==> config.mk <==
export PLATFORM = sky130hd
export DESIGN_NAME = axi_multicon_n
export DESIGN_NICKNAME = d
export VERILOG_FILES = /design/src/rtl/axi_multicon_n_pkg.sv /design/src/rtl/axi_multicon_n_mtimer_cmp.sv /design/src/rtl/axi_multicon_n.sv
export SDC_FILE = /design/constraint.sdc
export NUM_CORES = 1
export LEC_CHECK = 0
export CAP_MARGIN = 20
export CORE_AREA = 5 5 265 267
export CTS_BUF_LIST = sky130_fd_sc_hd__clkbuf_8
export DETAILED_ROUTE_END_ITERATION = 10
export DIE_AREA = 0 0 270 272
export GPL_ROUTABILITY_DRIVEN = 0
export HOLD_SLACK_MARGIN = 0.12
export MAX_ROUTING_LAYER = met4
export PLACE_DENSITY = 0.6
export SYNTH_ARGS = -nofsm -noshare
export SYNTH_HDL_FRONTEND = slang
export SYNTH_SLANG_ARGS = --single-unit
==> constraint.sdc <==
create_clock -name clk -period 5.1 [get_ports clk]
set_input_delay 1.275 -clock clk [delete_from_list [all_inputs] [get_ports clk]]
set_output_delay 1.275 -clock clk [all_outputs]
set_load 0.005 [all_outputs]
==> src/rtl/axi_multicon_n_pkg.sv <==
// Shared types and helpers for axi_multicon_n: register offsets, response codes,
// AXI FSM states and the offset decoder.
package axi_multicon_n_pkg;

    localparam logic [11:0] OFF_GPIO_OUT   = 12'h000;
    localparam logic [11:0] OFF_GPIO_OE    = 12'h008;
    localparam logic [11:0] OFF_GPIO_IN    = 12'h010;
    localparam logic [11:0] OFF_IRQ_STATUS = 12'h018;
    localparam logic [11:0] OFF_IRQ_ENABLE = 12'h020;
    localparam logic [11:0] OFF_MTIME      = 12'h040;
    localparam logic [11:0] OFF_PRESCALE   = 12'h048;
    localparam logic [11:0] OFF_MTIMECMP   = 12'h100;

    localparam logic [1:0] RESP_OKAY   = 2'b00;
    localparam logic [1:0] RESP_SLVERR = 2'b10;
    localparam logic [1:0] BURST_FIXED = 2'b00;

    typedef enum logic {R_IDLE, R_DATA} rd_state_e;
    typedef enum logic [1:0] {W_IDLE, W_DATA, W_RESP} wr_state_e;

    typedef enum logic [3:0] {
        REG_NONE, REG_GPIO_OUT, REG_GPIO_OE, REG_GPIO_IN, REG_IRQ_STATUS,
        REG_IRQ_ENABLE, REG_MTIME, REG_PRESCALE, REG_MTIMECMP
    } reg_e;

    typedef struct packed {
        reg_e       sel;
        logic [2:0] ch;
        logic       ok;
    } dec_t;

    // idx is the 64-bit word index addr[11:3]; n_ch bounds the compare window.
    function automatic dec_t decode(input logic [8:0] idx, input logic [8:0] n_ch);
        dec_t d;
        d.sel = REG_NONE;
        d.ch  = idx[2:0];
        d.ok  = 1'b1;
        case (idx)
            OFF_GPIO_OUT[11:3]:   d.sel = REG_GPIO_OUT;
            OFF_GPIO_OE[11:3]:    d.sel = REG_GPIO_OE;
            OFF_GPIO_IN[11:3]:    d.sel = REG_GPIO_IN;
            OFF_IRQ_STATUS[11:3]: d.sel = REG_IRQ_STATUS;
            OFF_IRQ_ENABLE[11:3]: d.sel = REG_IRQ_ENABLE;
            OFF_MTIME[11:3]:      d.sel = REG_MTIME;
            OFF_PRESCALE[11:3]:   d.sel = REG_PRESCALE;
            default: begin
                if (idx >= OFF_MTIMECMP[11:3] && idx < OFF_MTIMECMP[11:3] + n_ch)
                    d.sel = REG_MTIMECMP;
                else
                    d.ok = 1'b0;
            end
        endcase
        return d;
    endfunction

    function automatic logic [63:0] byte_mask(input logic [7:0] strb);
        logic [63:0] m;
        for (int b = 0; b < 8; b++) m[b*8 +: 8] = {8{strb[b]}};
        return m;
    endfunction

endpackage

==> src/rtl/axi_multicon_n_mtimer_cmp.sv <==
// Prescaled 64-bit machine timer with N compare channels and sticky,
// maskable per-channel interrupt status.
module mtimer_cmp
    import axi_multicon_n_pkg::*;
#(
    parameter int N_TIMERS = 2
) (
    input  logic                     clk,
    input  logic                     rst_n,
    input  logic                     wr_en,
    input  reg_e                     wr_sel,
    input  logic [2:0]               wr_ch,
    input  logic [63:0]              wr_data,
    input  logic [7:0]               wr_strb,
    output logic [63:0]              mtime,
    output logic [31:0]              prescale,
    output logic [N_TIMERS-1:0][63:0] mtimecmp,
    output logic [N_TIMERS-1:0]      irq_status,
    output logic [N_TIMERS-1:0]      irq_enable,
    output logic [N_TIMERS-1:0]      timer_irq
);
    logic [63:0]         wmask;
    logic [31:0]         pcnt;
    logic                wr_prescale;
    logic                tick;
    logic [N_TIMERS-1:0] cmp_hit;
    logic [N_TIMERS-1:0] w1c;

    assign wmask       = byte_mask(wr_strb);
    assign wr_prescale = wr_en && (wr_sel == REG_PRESCALE);
    assign tick        = (pcnt == prescale) && !wr_prescale;
    assign w1c         = (wr_en && wr_sel == REG_IRQ_STATUS) ?
                         (wr_data[N_TIMERS-1:0] & wmask[N_TIMERS-1:0]) : '0;
    assign timer_irq   = irq_status & irq_enable;

    always_comb begin
        cmp_hit = '0;
        for (int i = 0; i < N_TIMERS; i++) cmp_hit[i] = (mtime >= mtimecmp[i]);
    end

    always_ff @(posedge clk or negedge rst_n) begin
        if (!rst_n) begin
            pcnt       <= '0;
            prescale   <= '0;
            mtime      <= '0;
            mtimecmp   <= '1;
            irq_status <= '0;
            irq_enable <= '0;
        end else begin
            if (wr_prescale) begin
                prescale <= (prescale & ~wmask[31:0]) | (wr_data[31:0] & wmask[31:0]);
                pcnt     <= '0;
            end else if (pcnt == prescale) begin
                pcnt <= '0;
            end else begin
                pcnt <= pcnt + 32'd1;
            end
            // Software writes to MTIME take priority over the prescaled tick.
            if (wr_en && wr_sel == REG_MTIME)
                mtime <= (mtime & ~wmask) | (wr_data & wmask);
            else if (tick)
                mtime <= mtime + 64'd1;
            for (int i = 0; i < N_TIMERS; i++) begin
                if (wr_en && wr_sel == REG_MTIMECMP && wr_ch == i[2:0])
                    mtimecmp[i] <= (mtimecmp[i] & ~wmask) | (wr_data & wmask);
            end
            if (wr_en && wr_sel == REG_IRQ_ENABLE)
                irq_enable <= (irq_enable & ~wmask[N_TIMERS-1:0]) |
                              (wr_data[N_TIMERS-1:0] & wmask[N_TIMERS-1:0]);
            // A live compare match outranks a simultaneous clear.
            irq_status <= (irq_status & ~w1c) | cmp_hit;
        end
    end

endmodule

==> src/rtl/axi_multicon_n.sv <==
// AXI4 slave exposing GPIO, a prescaled machine timer and N compare channels.
// Valid/ready: a valid stays high with stable payload until its ready; a beat moves on valid && ready.
module axi_multicon_n
    import axi_multicon_n_pkg::*;
#(
    parameter int ID_WIDTH = 6,
    parameter int GPIO_W   = 8,
    parameter int N_TIMERS = 2
) (
    input  logic                clk,
    input  logic                rst_n,
    input  logic [ID_WIDTH-1:0] i_awid,
    input  logic [11:0]         i_awaddr,
    input  logic [7:0]          i_awlen,
    input  logic [2:0]          i_awsize,
    input  logic [1:0]          i_awburst,
    input  logic                i_awvalid,
    output logic                o_awready,
    input  logic [63:0]         i_wdata,
    input  logic [7:0]          i_wstrb,
    input  logic                i_wlast,
    input  logic                i_wvalid,
    output logic                o_wready,
    output logic [ID_WIDTH-1:0] o_bid,
    output logic [1:0]          o_bresp,
    output logic                o_bvalid,
    input  logic                i_bready,
    input  logic [ID_WIDTH-1:0] i_arid,
    input  logic [11:0]         i_araddr,
    input  logic [7:0]          i_arlen,
    input  logic [2:0]          i_arsize,
    input  logic [1:0]          i_arburst,
    input  logic                i_arvalid,
    output logic                o_arready,
    output logic [ID_WIDTH-1:0] o_rid,
    output logic [63:0]         o_rdata,
    output logic [1:0]          o_rresp,
    output logic                o_rlast,
    output logic                o_rvalid,
    input  logic                i_rready,
    input  logic [GPIO_W-1:0]   i_gpio_in,
    output logic [GPIO_W-1:0]   o_gpio_out,
    output logic [GPIO_W-1:0]   o_gpio_oe,
    output logic [N_TIMERS-1:0] o_timer_irq,
    output logic                o_irq
);
    localparam logic [8:0] N_CH = 9'(N_TIMERS);

    rd_state_e r_state, r_state_nxt;
    wr_state_e w_state, w_state_nxt;
    logic [7:0]  r_len, r_beat;
    logic [1:0]  r_burst, w_burst;
    logic [11:0] r_addr, r_addr_adv, w_addr, w_addr_adv;
    logic [8:0]  rd_idx;
    dec_t        rd_dec, w_dec;
    logic [63:0] rd_val, gpio_mask;
    logic        r_last_beat, w_beat, w_err, wr_en;
    logic [GPIO_W-1:0] gpio_sync1, gpio_sync2;
    logic [63:0]              mtime;
    logic [31:0]              prescale;
    logic [N_TIMERS-1:0][63:0] mtimecmp;
    logic [N_TIMERS-1:0]      irq_status, irq_enable;
    logic                     unused_bits;

    assign unused_bits = ^{i_awsize, i_arsize, i_awlen, gpio_mask};

    // ---------------- read channel ----------------
    always_ff @(posedge clk or negedge rst_n) begin
        if (!rst_n) r_state <= R_IDLE;
        else        r_state <= r_state_nxt;
    end

    assign r_last_beat = (r_beat == r_len);

    always_comb begin
        r_state_nxt = r_state;
        o_arready   = 1'b0;
        o_rvalid    = 1'b0;
        case (r_state)
            R_IDLE: begin
                o_arready = 1'b1;
                if (i_arvalid) r_state_nxt = R_DATA;
            end
            R_DATA: begin
                o_rvalid = 1'b1;
                if (i_rready && r_last_beat) r_state_nxt = R_IDLE;
            end
            default: r_state_nxt = R_IDLE;
        endcase
    end

    assign o_rlast    = o_rvalid && r_last_beat;
    assign r_addr_adv = (r_burst == BURST_FIXED) ? r_addr : r_addr + 12'd8;
    // One decode/mux serves both the first beat (from AR) and follow-on beats.
    assign rd_idx     = (r_state == R_IDLE) ? i_araddr[11:3] : r_addr_adv[11:3];
    assign rd_dec     = decode(rd_idx, N_CH);

    always_comb begin
        rd_val = '0;
        case (rd_dec.sel)
            REG_GPIO_OUT:   rd_val[GPIO_W-1:0]   = o_gpio_out;
            REG_GPIO_OE:    rd_val[GPIO_W-1:0]   = o_gpio_oe;
            REG_GPIO_IN:    rd_val[GPIO_W-1:0]   = gpio_sync2;
            REG_IRQ_STATUS: rd_val[N_TIMERS-1:0] = irq_status;
            REG_IRQ_ENABLE: rd_val[N_TIMERS-1:0] = irq_enable;
            REG_MTIME:      rd_val               = mtime;
            REG_PRESCALE:   rd_val[31:0]         = prescale;
            REG_MTIMECMP: begin
                for (int i = 0; i < N_TIMERS; i++)
                    if (rd_dec.ch == i[2:0]) rd_val = mtimecmp[i];
            end
            default: rd_val = '0;
        endcase
    end

    always_ff @(posedge clk or negedge rst_n) begin
        if (!rst_n) begin
            o_rid   <= '0;
            o_rdata <= '0;
            o_rresp <= RESP_OKAY;
            r_addr  <= '0;
            r_len   <= '0;
            r_beat  <= '0;
            r_burst <= '0;
        end else if (o_arready && i_arvalid) begin
            o_rid   <= i_arid;
            o_rdata <= rd_val;
            o_rresp <= rd_dec.ok ? RESP_OKAY : RESP_SLVERR;
            r_addr  <= i_araddr;
            r_len   <= i_arlen;
            r_beat  <= '0;
            r_burst <= i_arburst;
        end else if (o_rvalid && i_rready && !r_last_beat) begin
            o_rdata <= rd_val;
            o_rresp <= rd_dec.ok ? RESP_OKAY : RESP_SLVERR;
            r_addr  <= r_addr_adv;
            r_beat  <= r_beat + 8'd1;
        end
    end

    // ---------------- write channel ----------------
    always_ff @(posedge clk or negedge rst_n) begin
        if (!rst_n) w_state <= W_IDLE;
        else        w_state <= w_state_nxt;
    end

    always_comb begin
        w_state_nxt = w_state;
        o_awready   = 1'b0;
        o_wready    = 1'b0;
        o_bvalid    = 1'b0;
        case (w_state)
            W_IDLE: begin
                o_awready = 1'b1;
                if (i_awvalid) w_state_nxt = W_DATA;
            end
            W_DATA: begin
                o_wready = 1'b1;
                if (i_wvalid && i_wlast) w_state_nxt = W_RESP;
            end
            W_RESP: begin
                o_bvalid = 1'b1;
                if (i_bready) w_state_nxt = W_IDLE;
            end
            default: w_state_nxt = W_IDLE;
        endcase
    end

    assign w_dec      = decode(w_addr[11:3], N_CH);
    assign w_addr_adv = (w_burst == BURST_FIXED) ? w_addr : w_addr + 12'd8;
    assign w_beat     = o_wready && i_wvalid;
    assign wr_en      = w_beat && w_dec.ok;
    assign gpio_mask  = byte_mask(i_wstrb);

    always_ff @(posedge clk or negedge rst_n) begin
        if (!rst_n) begin
            o_bid   <= '0;
            o_bresp <= RESP_OKAY;
            w_addr  <= '0;
            w_burst <= '0;
            w_err   <= 1'b0;
        end else if (o_awready && i_awvalid) begin
            o_bid   <= i_awid;
            w_addr  <= i_awaddr;
            w_burst <= i_awburst;
            w_err   <= 1'b0;
        end else if (w_beat) begin
            w_addr <= w_addr_adv;
            w_err  <= w_err || !w_dec.ok;
            if (i_wlast) o_bresp <= (w_err || !w_dec.ok) ? RESP_SLVERR : RESP_OKAY;
        end
    end

    // ---------------- GPIO ----------------
    always_ff @(posedge clk or negedge rst_n) begin
        if (!rst_n) begin
            gpio_sync1 <= '0;
            gpio_sync2 <= '0;
            o_gpio_out <= '0;
            o_gpio_oe  <= '0;
        end else begin
            gpio_sync1 <= i_gpio_in;
            gpio_sync2 <= gpio_sync1;
            if (wr_en && w_dec.sel == REG_GPIO_OUT)
                o_gpio_out <= (o_gpio_out & ~gpio_mask[GPIO_W-1:0]) |
                              (i_wdata[GPIO_W-1:0] & gpio_mask[GPIO_W-1:0]);
            if (wr_en && w_dec.sel == REG_GPIO_OE)
                o_gpio_oe <= (o_gpio_oe & ~gpio_mask[GPIO_W-1:0]) |
                             (i_wdata[GPIO_W-1:0] & gpio_mask[GPIO_W-1:0]);
        end
    end

    mtimer_cmp #(.N_TIMERS(N_TIMERS)) u_timer (
        .clk        (clk),
        .rst_n      (rst_n),
        .wr_en      (wr_en),
        .wr_sel     (w_dec.sel),
        .wr_ch      (w_dec.ch),
        .wr_data    (i_wdata),
        .wr_strb    (i_wstrb),
        .mtime      (mtime),
        .prescale   (prescale),
        .mtimecmp   (mtimecmp),
        .irq_status (irq_status),
        .irq_enable (irq_enable),
        .timer_irq  (o_timer_irq)
    );

    assign o_irq = |o_timer_irq;

endmodule

Word level (Yosys, flattened, before mapping)
Index checks and enable logic that the tools add are counted.
Word-level totals
  output and inout bits: 105
  logic and storage cells: 193
  bits in registers: 420
  bits of input ports: 150
Cells by class
  $lt $le $gt $ge: 6
  add/sub/neg operators: 5
  bitwise logic cells: 28
  eq/ne operators: 38
  mux-type cells: 48
  reduce and logical (&&, ||, !) cells: 42
Operator list (number)
  $mux 64: 6
  $and 64x64->64: 4
  $or 64x64->64: 3
  $ge 64x64->1: 2
  $mux 12: 6
  $pmux 24 s3: 1
  $add 64x1->64 const B: 1
  $and 32x32->32: 2
  $mux 32: 2
  $not 64->64: 1
  $pmux 32 s2: 1
  $pmux 4 s7: 2
  $eq 9x2->1 const B: 4
  $eq 9x4->1 const B: 4
  $pmux 6 s6: 1
  $add 32x1->32 const B: 1
  $eq 32x32->1: 1
  $eq 4x3->1 const B: 8
  $not 32->32: 1
  $or 32x32->32: 1
  $add 12x4->12 const B: 2
  $and 8x8->8: 3
  $logic_and 1x1->1: 21
  $eq 9x1->1 const B: 2
  37 further kinds: 87

Depth between registers and ports, before layout
Gate-level depths: netlist of the first run.
  depth in word-level cells: 11
  gate-level depth with buffers: 13
  gate-level depth less buffers: 10

Cells and area by module
A second synthesis of the first run with hierarchy kept.
Unflattened totals
  cells, all modules: 2314
  area total of the unflattened synthesis: 24198.2 µm²
By module, submodules not included
  mtimer_cmp: area an instance 15529.9 µm², cells each 1513, times used 1
  axi_multicon_n: area an instance 8668.3 µm², cells each 801, times used 1

Worst setup path before layout of the first run
Ideal clock, no wire load.
  path type: input -> register
  start point: in i_wvalid
  end point: reg (tool-made name)
  path slack: 1948 ps
  stages on the path: 7
  data arrival time: 3026 ps
  required time: 4974 ps
  path through: nand3b_1 a2111oi_1 nand2_1 a21oi_2 clkbuf_1 o21ai_0 a221o_1
RTL lines
  from (decl): RTL line axi_multicon_n.sv:22  | input logic i_wvalid,

==> summary.md, run 1 <==
| Metric | Value |
|---|---|
| Tot GR Track Use | 0.201 |
| Setup-failing EPs final | 0 |
| GRT overflow | 0 |
| Largest family of logic cells by synthesized area | simple AND/OR/NAND/NOR gates |
| Power Density | 458 nW/µm² |
| Die Ht | 272 µm |
| First-pass GRT wire length | 115 mm |
| HP Class | reg -> reg |
| Share of layout cells above drive strength 1 | 0.187 |
| Skew-Pair Late Insertion Delay | between 0.6 and 0.7 ns |
| Nets | 2939 |
| Drt pass-1 iters | 6 |
| DRC viols | 0 |
| CP Capture Type | flop |
| Max clock buf depth | 3 |
| Final Max Tran Viols | 0 |
| Crit path launch type | flop |
| Root Driver | clkbuf_8 |
| Reg area | 10500 µm² |
| H-tree levels | 3 |
| Maxcap violations | 0 |
| Remaining antenna violation count after routing | 0 |
| Fill cells | 6474 |
| Hold buffers post-CTS | 0 |
| Die area | 73400 µm² |
| Mux share of post-synthesis cell area | 0.0947 |
| Synth top area share | 0.305 |
| Initial antenna violation count | 11 |
| Area growth from synthesis to layout | 22.2% |
| Worst-path clk slew | 0.06 ns |
| Peak Freq | 258 MHz |
| Async S/R FF share, synth | 1.00 |
| Placed cell areas | 26700 µm² |
| Synth Area in XOR/XNOR | 0.0334 |
| Largest net degree at the start of global routing | 95 |
| CTS buffer count | a little under 80 |
| Post-synthesis register bit count | 412 |
| Measured slew at the worst slew-check pin | 0.966 ns |
| DRT iter0 DRCs | roughly 1700 |
| Hpwl dp | roughly 54 mm |
| Number of synthesized flops with an enable pin | 0 |
| Register area share after synthesis | 0.449 |
| Initial Util | 0.343 |
| Setup ws final | 1.22 ns |
| Cts repair resizes | 0 |
| Dpl ws | roughly 0.8 ns |
| Final wirelength | 73.6 mm |
| Cell area after synthesis | between 20000 and 25000 µm² |
| Vias in the first global route | 20000 |
| CTS tree | built |
| Commonest non-fill, non-tap cell in the layout | nand2_1 |
| Netlist cell types | 81 |
| Core ar. | 67900 µm² |
| Clock skew | 0.0295 ns |
| Worst Path Required | ~5.7 ns |
| PortBufs | 232 |
| Avg Inst Size Synth | 9.69 µm² |
| Fin. Hold Viols | 0 |
| Vias per cell | 5.47 |
| Crit path kind | reg -> reg |
| Most frequent cells in the layout | nand2_1, dfrtp_1, clkdlybuf4s50_1, mux2_2, a21oi_1 |
| Synth top area cells | dfrtp_1, dfstp_2, mux2_2 |
| CP arrival | 4.49 ns |
| Fin crit share | 0.760 |
| Post-synth top flop | dfrtp_1 |
| Final Critical Period | 3.88 ns |
| Rows | 96 |
| Post-Synth Adder-Cell Area | 0.0730 |
| Slew margin rel. | 0.353 |
| Clock Sink Count | 412 |
| Die width | 270 µm |
| Synth Warn # | 0 |
| Synth area leader | dfrtp_1 |
| Worst-path maximum fanout | 3 |
| Ports | 255 |
| Setup bufs post-CTS | 0 |
| Post-Synth Simple-Gate Area | 0.154 |
| TNS Setup | 0 ns |
| DR vias | 19700 |
| Multi-input gate area | 11900 µm² |
| Peak supply drop | 284 µV |
| Status | completed |
| Synth Area in Compound Gates | 0.152 |
| Leak | around 12 nW |
| Finished Cell Area | 28500 µm² |
| Avg WL per Cell | between 20 and 25 µm |
| RSZ-0062 raised after global routing | false |
| Mapped Cells | ~2400 |
path summary, 6_finish.rpt:
path	startpoint	endpoint	slack (ns)	cells after the start
max in group asynchronous	rst_n	w_state[0]	3.41	2
min reg2reg	gpio_sync1[0]	gpio_sync2[0]	0.35	0
min	gpio_sync1[0]	gpio_sync2[0]	0.35	0
max reg2reg	flop	u_timer.irq_status[1]	1.22	10
max	flop	u_timer.irq_status[1]	1.22	10
min in group asynchronous	rst_n	o_rdata[38]	0.61	1
critical path: stages, from the launching register on:
cell	delay (ns)
dfstp_2	0.54
inv_1	0.04
ha_1	0.29
nand4_1	0.12
nor2_1	0.18
nand3_1	0.18
or4_1	0.56
nor4_1	0.59
a221oi_1	0.32
o311ai_0	0.69
a31o_2	0.28
cell families after synthesis:
kind of cell | after synthesis
flops | 412
mux | 197
buf+inv | 252
simple gates | 766
other cells | 1
xor+xnor | 89
fa+ha+maj | 136
compound gates | 552
stage by stage:
step	utilization	instances	hold slack, ns	power [mW]
CTS	0.419	3600	0.348	13.1
global placement	0.393	3454	0.339	9.29
detailed placement	0.393	3454	0.335	9.43
global route	0.420	3611	0.352	13.9
floorplan	-	2406	0.331	7.51
finish	0.420	3612	0.347	13.0
layout make-up:
class,instances,area share
Timing Repair Buffer,272,0.0945
Antenna cell,12,0.00105
Tap cell,882,0.0388
Multi-Input combinational cell,1742,0.417
Sequential cell,412,0.368
Inverter,146,0.0192
Clock inverter,43,0.0117
Clock buffer,103,0.0498
power by group:
| group | internal [mW] | switching [mW] |
|---|---|---|
| clock network | 2.07 | 1.53 |
| logic | 1.98 | 2.71 |
| registers | 3.94 | 0.807 |
synthesized netlist by cell type (30+ instances only):
| master | instances |
|---|---|
| nand2_1 | 306 |
| dfrtp_1 | 284 |
| mux2_2 | 187 |
| a21oi_1 | 180 |
| nor2_1 | 170 |
| inv_1 | 146 |
| ha_1 | 136 |
| dfstp_2 | 128 |
| o21ai_0 | 106 |
| clkbuf_1 | 70 |
| nand3_1 | 68 |
| xor2_1 | 61 |
| nand4_1 | 50 |
| o211ai_1 | 36 |
| and3_1 | 30 |
routing by layer:
layer	GRT usage	vias up	part of all wire
li1	-	9171	-
met1	0.252	9713	0.42
met2	0.323	712	0.48
met3	0.0403	148	0.069
met4	0.0771	0	0.031
met5	-	-	0
Power figures use the tool's default switching activity.
==> run 2, diff against run 1 <==
--- a/config.mk
+++ b/config.mk
@@ -13,7 +13,7 @@
 export GPL_ROUTABILITY_DRIVEN = 0
 export HOLD_SLACK_MARGIN = 0.12
 export MAX_ROUTING_LAYER = met4
-export PLACE_DENSITY = 0.6
+export PLACE_DENSITY = 0.62
 export SYNTH_ARGS = -nofsm -noshare
 export SYNTH_HDL_FRONTEND = slang
 export SYNTH_SLANG_ARGS = --single-unit
==> constraint.sdc (replaced) <==
create_clock -name clk -period 3.3 [get_ports clk]
set_input_delay 0.825 -clock clk [delete_from_list [all_inputs] [get_ports clk]]
set_output_delay 0.825 -clock clk [all_outputs]
set_load 0.005 [all_outputs]
==> run 2 against run 1 <==
Against the previous run: sequential cell count unchanged; combinational power up 78%; first-iteration DRC count down 0.64%; largest power group is now combinational cells; sequential share of layout area down 1.6 points; maximum frequency up 22%.
==> summary.md, run 2 (synthesized netlist as in run 1, its figures left out) <==
| Metric | Value |
|---|---|
| Root Driver | clkbuf_8 |
| Crit path launch type | flop |
| Fin. Hold Viols | 0 |
| Critical Path Max Stage Delay | 0.52 ns |
| Vias per cell | 5.41 |
| Hold path endpoint | gpio_sync2[0] |
| Initial antenna violation count | 11 |
| Rows | 96 |
| Final Max Tran Viols | 0 |
| Worst-path maximum fanout | 20 |
| CTS buffer count | 77 |
| Core ar. | about 68000 µm² |
| DR vias | 20400 |
| Initial Util | 0.343 |
| Maxcap violations | 0 |
| Clock skew | 0.0430 ns |
| Final Critical Period | 3.18 ns |
| Drt pass-1 iters | 8 |
| CP arrival | 3.72 ns |
| Reg2Reg Depth | 12 |
| Setup-failing EPs final | 0 |
| R2r setup slk | around 0.12 ns |
| Finished Cell Area | 29800 µm² |
| Avg WL per Cell | 19.9 µm |
| Power Density | between 600 and 700 nW/µm² |
| GRT overflow | 0 |
| Crit path kind | reg -> reg |
| Peak Freq | 315 MHz |
| Remaining antenna violation count after routing | 0 |
| PortBufs | 232 |
| First-pass GRT wire length | 116 mm |
| Die area | 73400 µm² |
| Tot GR Track Use | 0.204 |
| Slowest CP cell | or4_1 |
| Skew-Pair Late Insertion Delay | 0.68 ns |
| Status | completed |
| Pwr Total | ~20 mW |
| Commonest non-fill, non-tap cell in the layout | nand2_1 |
| Min-Delay Path Depth | 0 |
| Measured slew at the worst slew-check pin | 0.637 ns |
| Leak | ~13 nW |
| H-tree levels | 3 |
| Die Ht | 272 µm |
| Placed cell areas | about 28000 µm² |
| Slew margin rel. | 0.575 |
| Hold Startpoint | gpio_sync1[0] |
| Final wirelength | 74.9 mm |
| DRT iter0 DRCs | 1721 |
| CP Capture Type | flop |
| Hpwl dp | between 50 and 60 mm |
| Worst-path clk slew | around 0.06 ns |
| Fin crit share | 0.963 |
| Die width | 270 µm |
| Largest net degree at the start of global routing | 78 |
| Most used cell, CP | buf_4 |
| Vias in the first global route | a little over 20000 |
| Worst Path Required | about 3.8 ns |
| CP Cell Sequence | ha_2 > o211ai_1 > or4_1 > a31oi_2 > nor4_2 > buf_4 > buf_4 > and2_1 > buf_12 > a22o_1 > a222oi_1 > o21ai_0 |
| Most frequent cells in the layout | nand2_1, dfrtp_1, clkdlybuf4s50_1, mux2_2, inv_1 |
| Nets | 3102 |
| Clock Sink Count | 412 |
| FF-to-FF End | o_rdata[8] |
| Share of layout cells above drive strength 1 | 0.231 |
| CTS tree | built |
| Max clock buf depth | 3 |
| Ports | 255 |
| Area growth from synthesis to layout | 27.8% |
| DRC viols | 0 |
| Peak supply drop | 392 µV |
| Worst r2r src | r_addr[3] |
| HP Class | reg -> reg |
==> run 2: cell types whose count changed in the layout (fill, tap and decap cells not counted), sizes merged <==
cell,change
clkbuf,-15
clkinvlp,+1
inv,+11
dlygate4sd3,+1
diode,-2
bufinv,-2
buf,+164
==> run 2: final cells by class <==
type                       count  area (µm²)
antenna                       10        25.0
clock buffer                  88        1210
clock inverter                53         328
fill                        6385       38100
inverter                     146         548
multi-input combinational   1742       11900
sequential                   412       10500
tap                          882        1100
timing repair buffer         437        4170
==> run 2: worst max path at each step <==
stage               from               endpoint  cells after the start
2_1_floorplan  w_addr[3]                   flop                     13
5_1_grt        w_addr[3]                   flop                     12
4_1_cts        r_addr[4]             o_rdata[8]                     12
6_report       r_addr[3]             o_rdata[8]                     12
3_3_place_gp        flop  u_timer.irq_status[1]                     12
3_5_place_dp    i_wvalid  u_timer.irq_status[0]                     10
==> run 2: power by group <==
part           internal [mW]  switching [mW]  leakage (nW)
clock network           2.68            2.31         0.915
registers               6.10            1.02          5.02
logic                   3.72            4.65          6.77
total                   12.5            7.97          12.7
==> run 2: per-layer routing <==
metal / vias up / track usage / routed length [µm]
met3: 175 / 0.0383 / 4460
met4: 0 / 0.0807 / 2970
met2: 712 / 0.323 / 34900
li1: 9481 / - / -
met1: 10000 / 0.260 / 32600
met5: - / - / 0
==> run 2: critical path, delay by kind of cell (launching register included) <==
family / cells / cell delay [ns]
AND/OR/NAND/NOR: 3 / 0.75
buffers and inverters: 3 / 0.47
adder cells (fa/ha/maj): 1 / 0.22
AO/OA/AOI/OAI: 5 / 1.23
flip-flops: 1 / 0.36
==> run 2: repair_timing <==
action                                 CTS  global route
resized for setup                        5             8
pin swaps                                1             2
setup endpoints to repair                2            22
hold buffers                             1             0
endpoints found under the hold margin   17             0
buffers inserted                         0             1
==> run 2: per-stage QoR <==
step / util / setup TNS (ns) / hold WS (ns) / setup WS [ns] / instances
final: 0.439 / 0 / 0.348 / 0.122 / 3770
after global routing: 0.439 / -0.00331 / 0.353 / -0.00331 / 3770
after CTS: 0.438 / 0 / 0.350 / 0.00676 / 3759
after detailed placement: 0.415 / -6.15 / 0.336 / -0.286 / 3617
after global placement: 0.415 / -1.11 / 0.342 / -0.234 / 3617
after floorplan: - / 0 / 0.331 / 0.537 / 2406
